`config.mk`:
```
export PLATFORM = sky130hd
export DESIGN_NAME = conv_mem_loader
export DESIGN_NICKNAME = d
export VERILOG_FILES = /design/src/rtl/conv_pkg.sv /design/src/rtl/conv_ram_wr_port.sv /design/src/rtl/conv_mem_loader.sv
export SDC_FILE = /design/constraint.sdc
export NUM_CORES = 1
export LEC_CHECK = 0
export BUFFER_PORTS_ARGS = -buffer_cell sky130_fd_sc_hd__buf_2
export CORE_ASPECT_RATIO = 1.25
export CORE_MARGIN = 1.5
export CORE_UTILIZATION = 52
export CTS_CLUSTER_DIAMETER = 50
export CTS_CLUSTER_SIZE = 28
export DETAILED_ROUTE_END_ITERATION = 10
export PLACE_DENSITY = 0.79
export SKIP_CTS_REPAIR_TIMING = 1
export SLEW_MARGIN = 20
export SYNTH_ARGS = -nofsm -noshare
export SYNTH_HDL_FRONTEND = slang
export SYNTH_HIERARCHICAL = 1
export SYNTH_SLANG_ARGS = --single-unit
```
`constraint.sdc`:
```
create_clock -name clk -period 2.4 [get_ports clk]
set_input_delay 0.48 -clock clk [delete_from_list [all_inputs] [get_ports clk]]
set_output_delay 0.48 -clock clk [all_outputs]
set_load 0.05 [all_outputs]
```
`src/rtl/conv_pkg.sv`:
```
// Shared constants and FSM encoding for the folded-convolution memory system.
// Used by both the write-side loader and the read-side address controller.
package conv_pkg;

    localparam int FMAP_DIM   = 7;
    localparam int KER_DIM    = 5;
    localparam int FMAP_DEPTH = FMAP_DIM * FMAP_DIM;
    localparam int KER_DEPTH  = KER_DIM * KER_DIM;
    localparam int NUM_KER    = 2;
    localparam int KER1_BASE  = KER_DEPTH;
    localparam int W_DEPTH    = NUM_KER * KER_DEPTH;

    typedef enum logic [1:0] {
        ST_IDLE      = 2'd0,
        ST_LOAD_FMAP = 2'd1,
        ST_LOAD_W    = 2'd2,
        ST_DONE      = 2'd3
    } ld_state_t;

    function automatic logic is_load_state(input ld_state_t s);
        return (s == ST_LOAD_FMAP) || (s == ST_LOAD_W);
    endfunction

endpackage

```
`src/rtl/conv_ram_wr_port.sv`:
```
// Registered single-port SRAM write driver: one request cycle becomes one
// cs/we write cycle on the following clock; idle cycles keep cs/we low.
module conv_ram_wr_port #(
    parameter int DATA_W = 8,
    parameter int ADDR_W = 6
) (
    input  logic              clk,
    input  logic              rst,
    input  logic              req,
    input  logic [ADDR_W-1:0] req_addr,
    input  logic [DATA_W-1:0] req_data,
    output logic              cs,
    output logic              we,
    output logic [ADDR_W-1:0] addr,
    output logic [DATA_W-1:0] wdata
);

    always_ff @(posedge clk) begin
        if (rst) begin
            cs    <= 1'b0;
            we    <= 1'b0;
            addr  <= '0;
            wdata <= '0;
        end else begin
            cs <= req;
            we <= req;
            // Address and data only move on a real write so the bus stays quiet between beats.
            if (req) begin
                addr  <= req_addr;
                wdata <= req_data;
            end
        end
    end

endmodule

```
`src/rtl/conv_mem_loader.sv`:
```
// Fills the feature-map RAM and then the two-kernel weight RAM from a
// valid/ready byte stream, then raises compute_en for the read side.
//
// Handshake: a word transfers on a rising edge where in_valid and in_ready are
// both 1. in_ready is registered and high exactly while loading; the producer
// may drop in_valid on any cycle and the loader simply waits.
module conv_mem_loader #(
    parameter int DATA_W     = 8,
    parameter int ADDR_W     = 6,
    parameter int FMAP_DEPTH = conv_pkg::FMAP_DEPTH,
    parameter int KER_DEPTH  = conv_pkg::KER_DEPTH,
    parameter int NUM_KER    = conv_pkg::NUM_KER
) (
    input  logic              clk,
    input  logic              rst,
    input  logic              start,
    input  logic              in_valid,
    input  logic [DATA_W-1:0] in_data,
    output logic              in_ready,
    output logic              fmap_cs,
    output logic              fmap_we,
    output logic [ADDR_W-1:0] fmap_addr,
    output logic [DATA_W-1:0] fmap_wdata,
    output logic              w_cs,
    output logic              w_we,
    output logic [ADDR_W-1:0] w_addr,
    output logic [DATA_W-1:0] w_wdata,
    output logic              busy,
    output logic              done,
    output logic              compute_en
);

    import conv_pkg::*;

    localparam logic [ADDR_W-1:0] FMAP_LAST = ADDR_W'(FMAP_DEPTH - 1);
    localparam logic [ADDR_W-1:0] W_LAST    = ADDR_W'(NUM_KER * KER_DEPTH - 1);

    ld_state_t         state_q, state_d;
    logic [ADDR_W-1:0] cnt_q, cnt_d;
    logic              in_ready_q;
    logic              done_q, done_d;
    logic              compute_en_q, compute_en_d;
    logic              beat;
    logic              fmap_req, w_req;

    assign beat = in_valid & in_ready_q;

    always_comb begin
        state_d      = state_q;
        cnt_d        = cnt_q;
        done_d       = 1'b0;
        compute_en_d = compute_en_q;
        fmap_req     = 1'b0;
        w_req        = 1'b0;
        case (state_q)
            ST_IDLE, ST_DONE: begin
                if (start) begin
                    state_d      = ST_LOAD_FMAP;
                    cnt_d        = '0;
                    compute_en_d = 1'b0;
                end
            end
            ST_LOAD_FMAP: begin
                if (beat) begin
                    fmap_req = 1'b1;
                    if (cnt_q == FMAP_LAST) begin
                        state_d = ST_LOAD_W;
                        cnt_d   = '0;
                    end else begin
                        cnt_d = cnt_q + 1'b1;
                    end
                end
            end
            ST_LOAD_W: begin
                if (beat) begin
                    w_req = 1'b1;
                    if (cnt_q == W_LAST) begin
                        state_d      = ST_DONE;
                        done_d       = 1'b1;
                        compute_en_d = 1'b1;
                    end else begin
                        cnt_d = cnt_q + 1'b1;
                    end
                end
            end
            default: begin
                state_d = ST_IDLE;
                cnt_d   = '0;
            end
        endcase
    end

    // in_ready follows the next state so it drops right after the final weight beat.
    always_ff @(posedge clk) begin
        if (rst) begin
            state_q      <= ST_IDLE;
            cnt_q        <= '0;
            in_ready_q   <= 1'b0;
            done_q       <= 1'b0;
            compute_en_q <= 1'b0;
        end else begin
            state_q      <= state_d;
            cnt_q        <= cnt_d;
            in_ready_q   <= is_load_state(state_d);
            done_q       <= done_d;
            compute_en_q <= compute_en_d;
        end
    end

    conv_ram_wr_port #(
        .DATA_W (DATA_W),
        .ADDR_W (ADDR_W)
    ) u_fmap_port (
        .clk      (clk),
        .rst      (rst),
        .req      (fmap_req),
        .req_addr (cnt_q),
        .req_data (in_data),
        .cs       (fmap_cs),
        .we       (fmap_we),
        .addr     (fmap_addr),
        .wdata    (fmap_wdata)
    );

    // The weight counter runs straight through both kernels, so kernel 1 lands at KER_DEPTH.
    conv_ram_wr_port #(
        .DATA_W (DATA_W),
        .ADDR_W (ADDR_W)
    ) u_w_port (
        .clk      (clk),
        .rst      (rst),
        .req      (w_req),
        .req_addr (cnt_q),
        .req_data (in_data),
        .cs       (w_cs),
        .we       (w_we),
        .addr     (w_addr),
        .wdata    (w_wdata)
    );

    assign in_ready   = in_ready_q;
    assign busy       = is_load_state(state_q);
    assign done       = done_q;
    assign compute_en = compute_en_q;

endmodule

```
; Yosys cells after proc, flatten, opt, wreduce, memory -nomap -nowiden
; Index checks and enable logic that the tools add are counted.
[word_totals]
ff_bits = 41
in_bits = 12
output_inout_bits = 36
[classes]
add_sub_neg = 1
n_eq_ne = 12
muxes = 20
n_bitwise = 3
n_reduce_logical = 8
[ops]
columns = operator, n
row1 = 6-bit 2-to-1 mux, 5
row2 = 6-bit case mux with 3 select lines, 1
row3 = 6-bit == test (second input constant), 2
row4 = 2-bit 2-to-1 mux, 5
row5 = 2-bit inequality test (second input constant), 5
row6 = 4-bit AND reduction, 2
row7 = 1-bit 2-to-1 mux, 7
row8 = 6-bit by 1-bit adder with 6-bit output (second input constant), 1
row9 = 2-bit == test (second input constant), 3
row10 = 2-bit case mux with 3 select lines, 1
row11 = 2-bit by 1-bit == test with 1-bit output (second input constant), 2
row12 = 3-bit OR reduction, 1
row13 = 2-bit zero test, 1
row14 = 1-bit logical OR, 2
row15 = 1-bit NOT, 2
row16 = 1-bit case mux with 2 select lines, 1
row17 = 2-bit nonzero test, 1
row18 = 2-bit OR reduction, 1
row19 = 1-bit bitwise AND, 1

; Logic depth before layout (Yosys ltp)
; Gate-level depths: netlist (run 1).
[logic_depth]
word_depth = 6
ltp_mapped = 9

; By module
; The synthesis (run 1) kept the hierarchy.
[by_module_without_submodules]
columns = mod, instances, cells_per_inst, area_each_um2, seq_area_each_um2
row1 = conv_ram_wr_port, 2, 48, 543.0, 300.3
row2 = conv_mem_loader, 1, 87, 772.0, 220.2

; Worst setup path before layout (run 1)
; OpenSTA, ideal clock, no wires.
[synth_path]
path_kind = reg-to-reg
start = register state_q[0]
end = register in_ready_q, in the netlist in_ready
setup_time_ps = 72
arrival_time_ps = 1808
required_time_ps = 2328
slack_ps = 520
path_stages_with_launch = 8
n_path_buf = 1
synth_period_minus_slack_ps = 1880
path_cell_list = dfxtp_1 -> inv_1 -> ha_1 -> buf_6 -> inv_1 -> and4_1 -> or4_1 -> mux2i_1
[synth_via]
elab_chain_len = 5
elab_cells_between_ends = 14
[synth_rtl]
columns = item, line_no
row1 = start: declaration, conv_mem_loader.sv:38  ; ld_state_t state_q, state_d;
row2 = start signal: assignment, conv_mem_loader.sv:102  ; state_q <= state_d;
row3 = 2-bit == test (tied with other cells), conv_mem_loader.sv:55  ; case (state_q)
row4 = 2-bit OR reduction (tied with other cells), conv_mem_loader.sv:55
row5 = 2-bit case mux with 3 select lines (*), conv_mem_loader.sv:55
row6 = 2-bit by 1-bit == test with 1-bit output or 2-bit == test (tied branches), conv_pkg.sv:21  ; return (s == ST_LOAD_FMAP) || (s == ST_LOAD_W);
row7 = 1-bit logical OR (*), conv_pkg.sv:21
row8 = end signal: assignment, conv_mem_loader.sv:104  ; in_ready_q <= is_load_state(state_d);
row9 = end: declaration, conv_mem_loader.sv:40  ; logic in_ready_q;
; Mark *: on every way between the ends. The rest lies on a longest branch, timed or not.
; A chain may end at the register's enable or synchronous reset.

; Worst setup path after layout (run 1)
[layout_path]
start = register state_q[0]
end = output busy
[layout_via]
elab_chain_len = 2
elab_cells_between_ends = 3
[layout_rtl]
columns = item, line_no
row1 = 2-bit by 1-bit == test with 1-bit output or 2-bit == test (tied branches), conv_pkg.sv:21
row2 = 1-bit logical OR (*), conv_pkg.sv:21
row3 = end: declaration, conv_mem_loader.sv:28  ; output logic busy,
; Marks and branches as above.

==> results of run 1 <==
## sequential cells by signal (all words and copies together) (netlist names)
name and cells:
u_fmap_port/wdata 8, u_w_port/wdata 8, cnt_q 6, u_fmap_port/addr 6, u_w_port/addr 6, state_q 2
compute_en 1, done 1, in_ready 1, u_fmap_port/we 1, u_w_port/we 1
## power groups by stage
stage | clock (µW) | sequential (µW) | combinational [µW]
global placement | 0 | 708 | 122
detailed placement | 0 | 708 | 123
CTS | 663 | 692 | 125
floorplan | 0 | 722 | 80.8
global route | 684 | 693 | 135
finish | 649 | 692 | 124
## cell usage in the layout (no fill, tap or decap), types with 2 or more instances in the layout
| master | count |
|---|---|
| buf_2 | 47 |
| dfxtp_1 | 41 |
| nor2_1 | 34 |
| mux2i_1 | 29 |
| nand2_1 | 10 |
| inv_1 | 9 |
| nand3_1 | 8 |
| ha_1 | 6 |
| a21oi_1 | 5 |
| clkbuf_8 | 5 |
| nor2b_1 | 3 |
| a31oi_1 | 3 |
| nor3_1 | 2 |
| o32ai_2 | 2 |
| bufinv_16 | 2 |
| buf_4 | 2 |
## through the flow
stage | utilization, % | area, µm² | total power, µW | cells | hold slack, ns
floorplan | - | 1860 | 803 | 183 | 0.485
global placement | 59.3 | 2050 | 829 | 260 | 0.468
detailed placement | 59.3 | 2050 | 831 | 260 | 0.480
CTS | 63.2 | 2180 | 1480 | 268 | 0.435
global route | 63.2 | 2180 | 1510 | 268 | 0.444
finish | 63.2 | 2180 | 1460 | 268 | 0.439
## worst reg2reg max path: stages, from the launching register on
cell     delay, ns
dfxtp_1       0.37
inv_1         0.07
ha_1          0.43
nor2b_4       0.20
o21a_2        0.21
or4_1         0.49
mux2i_1       0.13
## kinds of logic after synthesis
kind of cell / count (synthesis) / synth area share, %
simple gates: 68 / 18.6
flops: 41 / 44.2
fa+ha+maj: 6 / 4.04
mux: 29 / 15.6
compound gates: 19 / 9.97
buf+inv: 20 / 7.61
## final cells by class
type	count	area share, %
Timing Repair Buffer	49	11.5
Sequential cell	41	37.6
Tap cell	39	2.23
Clock inverter	3	2.98
Inverter	9	1.55
Multi-Input combinational cell	122	41.0
Clock buffer	5	3.15
## layer usage
| layer | up-vias | track usage [%] | part of all wire [%] | wire length (µm) |
|---|---|---|---|---|
| met5 | - | 0 | 0 | 0 |
| met4 | 0 | 5.56 | 0.80 | 28 |
| met3 | 5 | 4.48 | 3.7 | 130 |
| met2 | 32 | 30.5 | 51 | 1770 |
| met1 | 652 | 22.6 | 45 | 1570 |
| li1 | 717 | - | - | - |
## worst paths after layout
kind,startpoint,endpoint,depth (start not counted)
max,state_q[0],busy,4
min,in_data[3],u_fmap_port/wdata[3],3
max reg2reg,state_q[0],in_ready,6
min reg2reg,u_w_port/addr[1],u_w_port/addr[1],2
==> impl_results.md, run 1 <==
* Status: finished, final reports clean
* Slew Limit Fails at 0
* DRC Markers at 0
* Pwr/cell area at about 670 mW/mm²
* Die Ht at ~70 µm
* Mean area per synthesized cell at 10.2 µm²
* Maxcap violations at 0
* Avg WL per Cell at about 13 µm
* Fin Setup TNS at 0 ns
* CP max FO at 8
* Via count at 1406
* Routed Antenna Nets at 0
* # IOs at 48
* H-Tree Depth at 2
* Crit path DAT at 1.53 ns
* Final Setup Violations at 0
* Leakage at 0.000913 µW
* I/O Buffers at between 40 and 50
* Layout cells sized above 1 at between 20% and 30%
* Internal power at ~1100 µW
* Clock skew at between 0.006 and 0.007 ns
* R2R Setup Slk at approximately 0.44 ns
* # diodes at 0
* Final wirelength at between 3 and 4 mm
* Unrepaired setup endpoints after global routing: no
* Setup Slack @ Placement at around 0.47 ns
* Core area at about 0.0035 mm²
* Post-synth ARST share at 0%
* Initial Utilization at 53.8%
* Min Tclk post-route at around 2.0 ns
* DR vias/cell at between 5 and 6
* GP Congestion at between 0.8 and 0.9
* Max Fclk at ~500 MHz
* Rows at 24
* DR pass1 iterations at 4
* Nets@finish at 246
* HP Class: primary input to flop
* Crit-path cells: inv_1, ha_1, inv_1, buf_2
* Worst stage delay on the critical path at about 0.43 ns
* Max rail drop VDD at 0.000482 V
* Initial antenna violation count at 0
* Register area share after synthesis at approximately 44%
* Global-route wire length before repair at roughly 5.7 mm
* Yosys cell types at 37
* CP Capture Type: primary output
* Sw frac at around 22%
* Crit-path leading delay family: buffers and inverters
* Syn Std Cell Area at 0.00186 mm²
* Synth top area share at between 40 and 50%
* Combinational power share at roughly 8.5%
* Vias in the first global route at between 1000 and 1500
* Worst-margin pin slew at 0.727 ns
* Clock sink count at 41
* Clock transition at path regs at roughly 0.080 ns
* Top cell type by total area after synthesis: dfxtp_1
* Remaining Overflow, GRT at 0
* Yosys warnings at 6
* Final WS setup at just under 0.4 ns
* Worst path bufs/invs at 3
* Most common library cells after synthesis: dfxtp_1 (41), nor2_1 (34), mux2i_1 (29), nand2_1 (10), inv_1 (9)
* Count leader, synth: dfxtp_1
* Clk_lat worst skew at about 0.29 ns
* Ys flop type: dfxtp_1
* Slew HR at 51.6%
* Area of the die at just under 0.004 mm²
* Seq cells post-synth at 41
* Clock share of power at 44.3%
* Number of synthesized flops with an enable pin at 0
* Critical path type: flop to primary output
* Tot GR Track Use at 18.1%
* Area of the multi-input gates at roughly 900 µm²
* Crit path top cell by count: inv_1
* # fillers at 299
* Syn_nets at 201
* Storage cell area at just over 800 µm²
* Crit path required time at 1.92 ns
* CTS tree: built
* Synth Instances at around 180
* Worst Setup Start Kind: flop
* Detailed Route Iter0 Violations at 49
* Sw Pwr at about 320 µW
* Top post-synthesis cells by area: dfxtp_1 (44%), mux2i_1 (16%), nor2_1 (6.9%)
* Period utilization at between 80% and 90%
* Critical path's slowest cell: ha_1
* CTS root buffer: clkbuf_8
* Synthesis-to-finish area growth at 17.5%
* Die width at 56.5 µm
* Sequential power share at between 40% and 50%
* HPWL Detailed at 2.39 mm
* Number of CTS-inserted buffers at 5
* Fin. Hold Viols at 0
* Largest net degree at the start of global routing at 43
* Clk buf depth at 2
Power figures use the tool's default switching activity.
==> inputs of run 2 (changes only) <==
--- a/config.mk
+++ b/config.mk
@@ -5,14 +5,15 @@
 export SDC_FILE = /design/constraint.sdc
 export NUM_CORES = 1
 export LEC_CHECK = 0
+export ABC_AREA = 1
 export BUFFER_PORTS_ARGS = -buffer_cell sky130_fd_sc_hd__buf_2
 export CORE_ASPECT_RATIO = 1.25
 export CORE_MARGIN = 1.5
-export CORE_UTILIZATION = 52
+export CORE_UTILIZATION = 47
 export CTS_CLUSTER_DIAMETER = 50
 export CTS_CLUSTER_SIZE = 28
 export DETAILED_ROUTE_END_ITERATION = 10
-export PLACE_DENSITY = 0.79
+export PLACE_DENSITY = 0.74
 export SKIP_CTS_REPAIR_TIMING = 1
 export SLEW_MARGIN = 20
 export SYNTH_ARGS = -nofsm -noshare
==> constraint.sdc (replaced) <==
create_clock -name clk -period 1.7 [get_ports clk]
set_input_delay 0.34 -clock clk [delete_from_list [all_inputs] [get_ports clk]]
set_output_delay 0.34 -clock clk [all_outputs]
set_load 0.05 [all_outputs]
==> impl_results.md, run 2 <==
* Final wirelength at 3.97 mm
* Clock skew at about 0.0050 ns
* Largest net degree at the start of global routing at 30
* Tot GR Track Use at approximately 18%
* GP Congestion at just under 0.8
* Initial antenna violation count at 0
* Global-route wire length before repair at 6.17 mm
* Fin. Hold Viols at 0
* Number of CTS-inserted buffers at 5
* Syn Std Cell Area at approximately 0.0020 mm²
* I/O Buffers at 47
* Via count at 1757
* Synthesis-to-finish area growth at 19.9%
* Ys flop type: dfxtp_1
* Synth top area share at between 40% and 50%
* Commonest non-fill, non-tap cells in the layout: nand2_1 (76), nor2_1 (70), inv_1 (47), buf_2 (46), dfxtp_1 (40)
* # fillers at between 400 and 500
* Sequential power share at a little under half
* Yosys cell types at 24
* Clock share of power at approximately 34%
* Avg WL per Cell at around 10 µm
* Final Setup Violations at 0
* Number of synthesized flops with an enable pin at 0
* Clk buf depth at 2
* DRC Markers at 0
* Max Fclk at roughly 620 MHz
* Die Ht at between 70 and 80 µm
* Post-synth ARST share at 0%
* WHS Path Cells at 5
* Placed instance area at 0.00223 mm²
* Design area at between 0.002 and 0.0025 mm²
* Remaining Overflow, GRT at 0
* Total Power at 2220 µW
* Max rail drop VDD at slightly above 0.0006 V
* Sw frac at about 30%
* Top cell type by total area after synthesis: dfxtp_1
* Placed cells at 387
* Biggest regs: u_fmap_port/wdata x8, u_w_port/wdata x8
* Layout cells sized above 1 at a little under a quarter
* Clk_lat worst skew at about 0.29 ns
* Detailed Route Iter0 Violations at 91
* Core area at 0.00407 mm²
* Fin Setup TNS at 0 ns
* Worst Setup Start Kind: flop
* Worst-margin pin slew at between 0.4 and 0.5 ns
* Count leader, synth: nand2_1
* Area of the die at about 0.0046 mm²
* Top post-synthesis cells by area: dfxtp_1 (42%), nand2_1 (14%), nor2_1 (14%)
* Die width at between 60 and 70 µm
* HP Class: primary input to flop
* Pwr/cell area at approximately 940 mW/mm²
* DR vias/cell at 4.46
* Leakage at approximately 0.0012 µW
* Initial Utilization at about half
* DR pass1 iterations at 6
* # IOs at 48
* Sw Pwr at 663 µW
* Crit path DAT at about 1.3 ns
* Utilization after layout at 58.1%
* Register area share after synthesis at roughly two fifths
* Slew HR at between 70 and 80%
* CTS tree: built
* Status: finished, final reports clean
* Syn_nets at 309
* Most common library cells after synthesis: nand2_1 (76), nor2_1 (71), inv_1 (47), dfxtp_1 (41)
* R2R cell count at 8
* Clock transition at path regs at around 0.070 ns
* Min Tclk post-route at roughly 1.6 ns
* Combinational power share at about a fifth
* Unrepaired setup endpoints after global routing: no
* Most common cell after layout, fill and taps aside: nand2_1
* Rows at 26
* # diodes at 0
* Layout Cells excl Fill at a little under 400
* Critical path type: flop to primary output
* Clock sink count at 41
* Synth Instances at ~290
* Nets@finish at 356
* Mean area per synthesized cell at ~6.8 µm²
* CP Capture Type: primary output
* CTS root buffer: clkbuf_8
* Slew Limit Fails at 0
* Vias in the first global route at between 1500 and 2000
* CP max FO at 8
* Yosys warnings at 6
* Period utilization at about 94%
* Internal power at between 1500 and 2000 µW
* H-Tree Depth at 2
* Routed Antenna Nets at 0
* Crit path required time at between 1 and 1.5 ns
* HPWL Detailed at between 2 and 3 mm
* Maxcap violations at 0
* Seq cells post-synth at 41
==> run 2: area by class of cell <==
| type | count | area, µm² | area share [%] |
|---|---|---|---|
| flip-flops and latches | 41 | 822 | 34.8 |
| multi-input cells | 190 | 897 | 38.0 |
| inverters | 50 | 191 | 8.11 |
| clock inverters | 2 | 35.0 | 1.48 |
| clock buffers | 5 | 68.8 | 2.91 |
| repair buffers | 50 | 277 | 11.7 |
| well taps | 56 | 70.1 | 2.97 |
==> run 2: kinds of logic after synthesis <==
family                     synth area share, %
and+or+nand+nor                           35.8
buffers and inverters                     13.5
DFF                                       41.7
AOI/OAI and AO/OA                         4.32
adders and majority gates                 3.81
xor gates and xnor gates                 0.890
==> run 2: through the flow <==
| stage | setup slack (ns) | hold slack [ns] |
|---|---|---|
| floorplan | 0.123 | 0.409 |
| global placement | 0.167 | 0.454 |
| detailed placement | 0.106 | 0.460 |
| CTS | -0.164 | 0.339 |
| global route | 0.0151 | 0.360 |
| finish | 0.0942 | 0.346 |
==> run 2: power groups by stage <==
stage / clock (µW) / sequential (µW) / combinational [µW]
floorplan: 0 / 1120 / 267
global placement: 0 / 1030 / 437
detailed placement: 0 / 1040 / 444
CTS: 770 / 1010 / 445
global route: 812 / 1020 / 506
finish: 747 / 1010 / 461
==> run 2: path summary, 6_finish.rpt <==
check,start,to,slack (ns)
max,state_q[0],busy,0.09
min,in_data[3],u_fmap_port/wdata[3],0.35
max reg2reg,state_q[0],cnt_q[5],0.19
min reg2reg,u_fmap_port/wdata[7],u_fmap_port/wdata[7],0.47
==> run 2: critical path, cell delays in order, from the launching register on <==
cell	delay (ns)
dfxtp_1	0.34
inv_1	0.10
ha_4	0.28
inv_4	0.10
buf_6	0.16
==> run 2: routing by layer <==
layer  vias to the layer above  part of all wire, %  GRT usage [%]
li1                        932                    -              -
met1                       783                   44           20.0
met2                        37                   50           33.1
met3                         5                  4.1           3.74
met4                         0                  1.5           8.45
met5                         -                    0              0
==> inputs of run 3 (changes only) <==
--- a/config.mk
+++ b/config.mk
@@ -13,7 +13,7 @@
 export CTS_CLUSTER_DIAMETER = 50
 export CTS_CLUSTER_SIZE = 28
 export DETAILED_ROUTE_END_ITERATION = 10
-export PLACE_DENSITY = 0.74
+export PLACE_DENSITY = 0.77
 export SKIP_CTS_REPAIR_TIMING = 1
 export SLEW_MARGIN = 20
 export SYNTH_ARGS = -nofsm -noshare
==> impl_results.md, run 3 (same netlist as run 2, synthesis figures left out) <==
* Status: finished, final reports clean
* # diodes at 0
* CTS tree: built
* H-Tree Depth at 2
* Detailed Route Iter0 Violations at 75
* Placed cells at slightly below 400
* Most common cell after layout, fill and taps aside: nand2_1
* Global-route wire length before repair at about 6.3 mm
* Commonest non-fill, non-tap cells in the layout: nand2_1 (76), nor2_1 (70), inv_1 (47), buf_2 (46), dfxtp_1 (41)
* Largest net degree at the start of global routing at 30
* I/O Buffers at between 40 and 50
* Via count at between 1500 and 2000
* Clk buf depth at 2
* DRC Markers at 0
* Maxcap violations at 0
* DR pass1 iterations at 4
* Unrepaired setup endpoints after global routing: no
* Biggest regs: u_fmap_port/wdata x8, u_w_port/wdata x8
* Clock skew at 0.00238 ns
* Worst path bufs/invs at 3
* Remaining Overflow, GRT at 0
* Rows at 26
* Period utilization at 94.0%
* Worst-margin pin slew at 0.454 ns
* Worst Setup Start Kind: flop
* DR vias/cell at between 4 and 5
* Slew HR at a little over two thirds
* Tot GR Track Use at between 10% and 20%
* Crit-path leading delay family: buffers and inverters
* Leakage at 0.00117 µW
* HP Class: primary input to flop
* Clock sink count at 41
* Max rail drop VDD at 0.000410 V
* Initial Utilization at between 40% and 50%
* Crit path required time at approximately 1.4 ns
* Critical path's slowest cell: dfxtp_1
* Critical path type: flop to primary output
* # fillers at ~410
* Clock transition at path regs at roughly 0.070 ns
* Avg WL per Cell at approximately 10 µm
* Core area at 0.00407 mm²
* Fin. Hold Viols at 0
* Die width at 60.9 µm
* Final Setup Violations at 0
* # IOs at 48
* Vias in the first global route at roughly 1500
* CTS root buffer: clkbuf_8
* Layout cells sized above 1 at about a quarter
* Number of CTS-inserted buffers at 5
* R2R Setup Slk at ~0.15 ns
* Crit-path cells: inv_1, ha_4, inv_4, buf_8
* GP Congestion at ~0.8
* Nets@finish at 357
* Slew Limit Fails at 0
* Max Fclk at 626 MHz
* Die Ht at ~75 µm
* CP Capture Type: primary output
* Pwr/cell area at 894 mW/mm²
* Layout Cells excl Fill at between 300 and 400
* Initial antenna violation count at 0
* Worst stage delay on the critical path at roughly 0.33 ns
* Hold slack final at roughly 0.35 ns
* Final wirelength at 3.96 mm
* Routed Antenna Nets at 0
* HPWL Detailed at around 3 mm
* Area of the die at approximately 0.0046 mm²
* Min Tclk post-route at 1.60 ns
* Synthesis-to-finish area growth at 19.5%
* Clk_lat worst skew at around 0.29 ns
* CP max FO at 8
* Crit path DAT at 1.26 ns
-- run 3: changes by cell type in the layout (fill, tap and decap cells not counted), sizes merged --
cell | before | now
bufinv | 1 | 0
clkbuf | 5 | 7
clkinv | 2 | 1
buf | 50 | 51
-- run 3: path summary, 6_finish.rpt --
| kind | start | endpoint | depth (start not counted) |
|---|---|---|---|
| max | state_q[0] | busy | 4 |
| min | in_data[6] | u_w_port/wdata[6] | 5 |
| max reg2reg | state_q[1] | u_fmap_port/addr[4] | 8 |
| min reg2reg | u_fmap_port/wdata[2] | u_fmap_port/wdata[2] | 2 |
-- run 3: area by class of cell --
class,count,area (µm²),share of cell area [%]
Inverter,50,191,8.13
Multi-Input combinational cell,190,897,38.1
Tap cell,56,70.1,2.98
Sequential cell,41,821,34.9
Clock buffer,7,86.3,3.67
Timing Repair Buffer,51,288,12.2
-- run 3: worst register-to-register path, delay by kind of cell (launching register included) --
| kind | cells | cell delay [ns] |
|---|---|---|
| fa+ha+maj | 1 | 0.20 |
| flops | 1 | 0.35 |
| simple gates | 4 | 0.41 |
| buf+inv | 3 | 0.48 |
-- run 3: where the power goes --
part           switching [µW]  internal (µW)
sequential               19.5            994
clock                     304            322
combinational             324            142
-- run 3: metrics by stage --
step                      worst slack, ns  power, µW  area, µm²  util [%]  setup TNS (ns)
final                               0.102       2100       2350      57.9               0
after global routing               0.0115       2230       2350      57.9               0
after CTS                          -0.163       2110       2330      57.3          -0.163
after detailed placement            0.119       1480       2240      55.1               0
after global placement              0.171       1470       2240      55.1               0
after floorplan                     0.123       1390       1970         -               0
-- run 3: routing by layer --
metal	global-route usage (%)	share of wire, %	up-vias
met5	0	0	-
met4	7.25	1.6	0
met3	4.75	4.4	9
met2	33.9	52	43
met1	19.8	42	789
li1	-	-	935
